--- config.mk ---
export PLATFORM = sky130hd
export DESIGN_NAME = instruction_loader
export DESIGN_NICKNAME = d
export VERILOG_FILES = /design/src/rtl/instruction_loader.sv
export SDC_FILE = /design/constraint.sdc
export NUM_CORES = 1
export LEC_CHECK = 0
export CAP_MARGIN = 30
export CELL_PAD_IN_SITES_DETAIL_PLACEMENT = 1
export CELL_PAD_IN_SITES_GLOBAL_PLACEMENT = 1
export CORE_AREA = 2 2 133 135
export DETAILED_ROUTE_END_ITERATION = 10
export DIE_AREA = 0 0 135 137
export HOLD_SLACK_MARGIN = 0.03
export PLACE_DENSITY = 0.87
export RECOVER_POWER = 100
export SETUP_SLACK_MARGIN = 0.3
export SYNTH_ARGS = -nofsm -noshare
export SYNTH_HDL_FRONTEND = slang
export SYNTH_SLANG_ARGS = --single-unit
--- constraint.sdc ---
create_clock -name i_clock -period 2.39 [get_ports i_clock]
set_input_delay 0.239 -clock i_clock [delete_from_list [all_inputs] [get_ports i_clock]]
set_output_delay 0.239 -clock i_clock [all_outputs]
set_load 0.1 [all_outputs]
--- src/rtl/instruction_loader.sv ---
// instruction_loader: packs a received byte stream into instruction words and writes
// them to instruction memory at byte addresses 0, 4, 8, ...
// The PC and the fetch path stay in reset until loading ends.
// Loading ends on a HALT word or when the memory is full.
// Optional feature macro: INSTR_LOADER_CHECKSUM_EN. When it is defined, a trailing
// XOR checksum byte is checked after the HALT word.
module instruction_loader #(
    parameter int unsigned               NB_PC          = 32,
    parameter int unsigned               NB_INSTRUCTION = 32,
    parameter int unsigned               NB_BYTE        = 8,
    parameter int unsigned               MEM_DEPTH      = 64,
    parameter logic [NB_INSTRUCTION-1:0] HALT_WORD      = {NB_INSTRUCTION{1'b1}}
) (
    input  logic                      i_clock,
    input  logic                      i_reset,
    input  logic                      i_start,
    input  logic [NB_BYTE-1:0]        i_rx_data,
    input  logic                      i_rx_done,
    output logic                      o_wr_enable,
    output logic [NB_PC-1:0]          o_wr_addr,
    output logic [NB_INSTRUCTION-1:0] o_wr_data,
    output logic                      o_pc_hold,
    output logic                      o_load_done,
    output logic                      o_error,
    output logic [NB_PC-1:0]          o_word_count,
    output logic [NB_BYTE-1:0]        o_checksum
);

    localparam int unsigned BYTES_PER_WORD = NB_INSTRUCTION / NB_BYTE;
    localparam int unsigned NB_BIDX        = $clog2(BYTES_PER_WORD);
    // The buffer holds the first BYTES_PER_WORD-1 bytes; the last byte is taken straight from the input.
    localparam int unsigned NB_BUF         = NB_INSTRUCTION - NB_BYTE;
    localparam logic [NB_BIDX-1:0] LAST_BYTE = NB_BIDX'(BYTES_PER_WORD - 1);
    localparam logic [NB_PC-1:0]   ADDR_STEP = NB_PC'(NB_INSTRUCTION / 8);
    localparam logic [NB_PC-1:0]   LAST_WORD = NB_PC'(MEM_DEPTH - 1);

`ifdef INSTR_LOADER_CHECKSUM_EN
    typedef enum logic [2:0] {IDLE, RECV, WRITE, CHECK, DONE} state_t;
`else
    typedef enum logic [1:0] {IDLE, RECV, WRITE, DONE} state_t;
`endif

    state_t                      state_q, state_d;
    logic [NB_BIDX-1:0]          byte_idx_q, byte_idx_d;
    logic [NB_BUF-1:0]           word_q, word_d;
    logic [NB_PC-1:0]            addr_q, addr_d;
    logic [NB_PC-1:0]            count_q, count_d;
    logic                        error_q, error_d;
    logic                        wr_enable_q, wr_enable_d;
    logic [NB_INSTRUCTION-1:0]   wr_data_q, wr_data_d;
    logic                        pc_hold_q, pc_hold_d;
    logic                        load_done_q, load_done_d;
`ifdef INSTR_LOADER_CHECKSUM_EN
    logic [NB_BYTE-1:0]          checksum_q, checksum_d;
`endif

    // State and datapath registers
    always_ff @(posedge i_clock or negedge i_reset) begin
        if (!i_reset) begin
            state_q     <= IDLE;
            byte_idx_q  <= '0;
            word_q      <= '0;
            addr_q      <= '0;
            count_q     <= '0;
            error_q     <= 1'b0;
            wr_enable_q <= 1'b0;
            wr_data_q   <= '0;
            pc_hold_q   <= 1'b1;
            load_done_q <= 1'b0;
`ifdef INSTR_LOADER_CHECKSUM_EN
            checksum_q  <= '0;
`endif
        end else begin
            state_q     <= state_d;
            byte_idx_q  <= byte_idx_d;
            word_q      <= word_d;
            addr_q      <= addr_d;
            count_q     <= count_d;
            error_q     <= error_d;
            wr_enable_q <= wr_enable_d;
            wr_data_q   <= wr_data_d;
            pc_hold_q   <= pc_hold_d;
            load_done_q <= load_done_d;
`ifdef INSTR_LOADER_CHECKSUM_EN
            checksum_q  <= checksum_d;
`endif
        end
    end

    // Next-state, byte assembly and registered output values
    always_comb begin
        state_d     = state_q;
        byte_idx_d  = byte_idx_q;
        word_d      = word_q;
        addr_d      = addr_q;
        count_d     = count_q;
        error_d     = error_q;
        wr_enable_d = 1'b0;
        wr_data_d   = wr_data_q;
`ifdef INSTR_LOADER_CHECKSUM_EN
        checksum_d  = checksum_q;
`endif

        case (state_q)
            IDLE, DONE: begin
                if (i_start) begin
                    addr_d     = '0;
                    count_d    = '0;
                    error_d    = 1'b0;
                    byte_idx_d = '0;
`ifdef INSTR_LOADER_CHECKSUM_EN
                    checksum_d = '0;
`endif
                    state_d    = RECV;
                end
            end

            RECV: begin
                if (i_rx_done) begin
`ifdef INSTR_LOADER_CHECKSUM_EN
                    checksum_d = checksum_q ^ i_rx_data;
`endif
                    word_d     = {word_q[NB_BUF-NB_BYTE-1:0], i_rx_data};
                    byte_idx_d = NB_BIDX'(byte_idx_q + 1'b1);
                    if (byte_idx_q == LAST_BYTE) begin
                        wr_enable_d = 1'b1;
                        wr_data_d   = {word_q, i_rx_data};
                        byte_idx_d  = '0;
                        state_d     = WRITE;
                    end
                end
            end

            WRITE: begin
                count_d = count_q + NB_PC'(1);
                if (wr_data_q == HALT_WORD) begin
`ifdef INSTR_LOADER_CHECKSUM_EN
                    // A byte arriving during the HALT write is the checksum byte.
                    if (i_rx_done) begin
                        error_d = (i_rx_data != checksum_q);
                        state_d = DONE;
                    end else begin
                        state_d = CHECK;
                    end
`else
                    state_d = DONE;
`endif
                end else if (count_q == LAST_WORD) begin
                    error_d = 1'b1;
                    state_d = DONE;
                end else begin
                    addr_d  = addr_q + ADDR_STEP;
                    state_d = RECV;
                    // A byte arriving during the write becomes byte 0 of the next word.
                    if (i_rx_done) begin
`ifdef INSTR_LOADER_CHECKSUM_EN
                        checksum_d = checksum_q ^ i_rx_data;
`endif
                        word_d     = {word_q[NB_BUF-NB_BYTE-1:0], i_rx_data};
                        byte_idx_d = NB_BIDX'(1);
                    end
                end
            end

`ifdef INSTR_LOADER_CHECKSUM_EN
            CHECK: begin
                if (i_rx_done) begin
                    error_d = (i_rx_data != checksum_q);
                    state_d = DONE;
                end
            end
`endif

            default: state_d = IDLE;
        endcase

        load_done_d = (state_d == DONE);
        pc_hold_d   = !((state_d == DONE) && !error_d);
    end

    assign o_wr_enable  = wr_enable_q;
    assign o_wr_addr    = addr_q;
    assign o_wr_data    = wr_data_q;
    assign o_pc_hold    = pc_hold_q;
    assign o_load_done  = load_done_q;
    assign o_error      = error_q;
    assign o_word_count = count_q;
`ifdef INSTR_LOADER_CHECKSUM_EN
    assign o_checksum   = checksum_q;
`else
    assign o_checksum   = '0;
`endif

endmodule

==> impl.org <==
** STA
- Slew headroom :: 18.9%
- Of the available clock period, the critical path in the final layout requires 103%.
- Setup violations remaining at the end of the flow were counted as 40.
- Setup repair after global routing could not meet its margin everywhere.
- Time the final worst path needs with I/O delays and setup :: approximately 2500 ps
- Tightest Pin Transition :: around 1200 ps
- Sum Neg Setup Slack :: -1370 ps
- Across the routed clock network, the largest skew measured is between 10 and 15 ps.
- Static timing analysis puts the maximum clock frequency at ~0.41 GHz.
- Final hold vios :: 0
- Across all hold checks on the routed design, the worst slack comes to roughly 470 ps.
- The total count of max-transition violations in the final report was 0.
- After layout, the worst setup slack is -67.8 ps.

** Synthesis
- Most common cell in the netlist :: dfrtp_1
- During synthesis, Yosys emitted a total of 0 warnings.
- Number of flops mapped to enable cells by yosys :: 0
- The biggest area contributor in the post-synthesis netlist is dfrtp_1.
- Synth cell count leaders :: dfrtp_1 (125), nand2_1 (45), mux2_2 (40), nor2_1 (37), nand3_1 (29)
- Async SR Flop Fraction :: between 90% and 100%
- Sequential elements use 50.7% of the synthesized area.
- After synthesis the netlist holds a flip-flop and latch count of approximately 130.
- Top post-synthesis cells by area :: dfrtp_1 (50%), mux2_2 (7.2%), mux2_4 (4.8%)
- Distinct cell type count after synthesis :: between 50 and 60
- Dividing the synthesized area by the synthesized cell count gives about 11 sq um.
- Netlist area before placement :: between 6000 and 7000 sq um
- For this run, the leading register cell type out of synthesis is dfrtp_1.
- The synthesized design devotes to its leading area cell type 50.3% of total area.
- Gate Count Post-Synth :: between 500 and 600

** Layout
- Layout cells sized above 1 :: between 30% and 40%
- Final net count :: 749
- After the flow finishes, the layout carries non-filler instances totaling just under 1000.
- Relative to the synthesized area, the layout overhead comes to 30.6%.
- Inserted Diodes :: 0

** Detailed routing
- For this run, design rule violations remaining after detail routing come to 0.
- Number of design-rule violations left by the first detailed-router iteration :: approximately 370
- Per-cell via count in the routed design :: roughly 5.5
- In this run the remaining antenna-violating nets after routing total 0.
- DR vias :: 5363
- Wire length reported by the detailed router :: 19.6 mm
- The first TritonRoute pass finished after 4 iterations.
- WL/cell :: just over 20 um

** GRT
- Entering global routing, the biggest net connects between 40 and 50 pins.
- Global-route wire length before repair :: roughly 30 mm
- Antenna violations before repair :: 0
- Via count of the first global-routing pass :: between 5000 and 6000
- Residual overflow from global routing :: 0
- Aggregate global-route resource usage :: about a fifth

** Placement
- The number of placed instances, taps included, is just over 900.
- Port Buffers :: ~110
- Place WS :: -139 ps
- Detailed placement ended at an HPWL of approximately 13 mm.
- Weighted congestion at the end of routability-driven global placement :: between 0.8 and 0.9

** Clock network
- Clock slew at reported path FFs :: around 60 ps
- TritonCTS built the clock tree.
- The clock reaches the later pin of the worst-skew pair after roughly 430 ps.
- Number of buffers created by CTS :: 17
- CTS H-Tree Depth :: 4
- Number of clock sinks seen by CTS :: ~130
- Maximum number of buffers from clock root to sink :: 2
- Library cell used as clock root buffer :: clkbuf_16

** Hold path
- The min-delay analysis places its worst path in the category in2reg.
- The worst hold path begins at i_rx_data[2].

** Floorplanning
- In this run the vertical extent of the chip is around 140 um.
- Die width :: 135 um
- Once the floorplan was initialized, standard cells occupied a little over a third of the core.
- The floorplan has 48 rows.
- Total die area :: around 18000 sq um
- Num ports :: 120
- Area of the core :: about 17000 sq um

** Job
- Total of max-cap violations :: 0

** Setup path
- Data on the critical path arrives at its endpoint at 2760 ps.
- The critical path starts at o_word_count[31].
- Kind of critical path :: reg2reg
- STA puts the critical path data required time at 2690 ps.
- Worst setup EP type :: flop
- Worst-path maximum fanout :: 13
- In this run the critical register-to-register path is launched from o_word_count[31].
- STA classifies the critical path startpoint as a flop.

** Run status
- Result of the run :: complete, but fails checks
- Violated checks :: setup timing

** Power and ir drop
- Total power for the finished layout comes to 7.47 mW.
- P_leak :: 3.48 nW
- Power density cells :: between 900 and 1000 nW/um^2
- Worst VDD drop :: just over 700 uV
## layout make-up
class	instances	area [sq um]
sequential	126	3250
fill	1884	8930
clock buffer	23	488
clock inverter	9	86.3
inverter	4	15.0
tap	225	282
multi-input combinational	403	2930
timing repair buffer	180	1070
## registers in the layout, summed over array words and instances, names as in the netlist
signal,flops
o_wr_addr,30
state_q,2
o_wr_enable,1
o_error,1
word_q,24
o_wr_data,32
o_word_count,32
o_load_done,1
byte_idx_q,2
o_pc_hold,1
## where the power goes
group | internal, mW | switching [mW]
combinational | 0.696 | 1.50
clock | 1.54 | 0.970
sequential | 2.47 | 0.295
total | 4.70 | 2.76
## per-stage QoR
step	util (%)	instance area, sq um
after floorplan	-	6400
after global placement	45.6	7790
after detailed placement	45.6	7790
after CTS	49.4	8420
after global routing	47.6	8120
final	47.6	8120
## cells by family (layout without fill, tap and decap cells)
kind of cell / after synthesis / after routing / synth area share [%]
buffers and inverters: 42 / 216 / 4.09
muxes: 61 / 61 / 12.2
DFF: 126 / 126 / 50.7
and+or+nand+nor: 226 / 226 / 20.1
AOI/OAI and AO/OA: 79 / 79 / 8.65
adders and majority gates: 5 / 5 / 1.01
other: 1 / 10 / 0.0603
xor gates and xnor gates: 22 / 22 / 3.10
## worst max-delay path, stage by stage, from the launching register on
cell and delay [ps]:
dfrtp_4 470, or4_1 520, or4_4 540, a21boi_4 240, nor3b_4 100, buf_12 170
mux2_4 300
## layout by cell type (no fill, tap or decap), drive strengths merged, types with 11 or more instances in the layout
master / Yosys / layout
dfrtp: 125 / 125
or4: 17 / 17
nor4: 11 / 11
nand3: 29 / 29
o21ai: 14 / 14
nor2: 37 / 37
clkbuf: 18 / 127
nand4: 23 / 23
buf: 20 / 65
xor2: 15 / 15
o31ai: 12 / 12
nand2: 45 / 45
and3: 16 / 16
mux2: 60 / 60
a21oi: 26 / 26
## repair_timing
action,4_1_cts,5_1_grt
hold endpoints to repair,35,0
gates cloned,0,0
hold buffers,1,0
setup endpoints to repair,71,77
gates resized for setup,8,25
setup buffers,3,8
pin swaps,4,12
## per-layer routing
metal,up-vias,track usage (%),share of wire (%)
met4,0,8.51,2.4
met5,-,0,0
li1,2399,-,-
met2,124,36.9,52
met1,2805,26.2,42
met3,35,4.04,3.4
## path summary, 6_finish.rpt
| check | to | slack [ps] | cells past startpoint |
|---|---|---|---|
| min in group asynchronous | o_wr_addr[20] | 520 | 2 |
| worst min-delay path | word_q[2] | 470 | 2 |
| max in group asynchronous | o_wr_data[29] | 340 | 3 |
| worst max-delay path | word_q[21] | -70 | 6 |
| worst min register to register | word_q[22] | 520 | 1 |
| worst max register to register | word_q[21] | -70 | 6 |
Power figures use the tool's default switching activity.
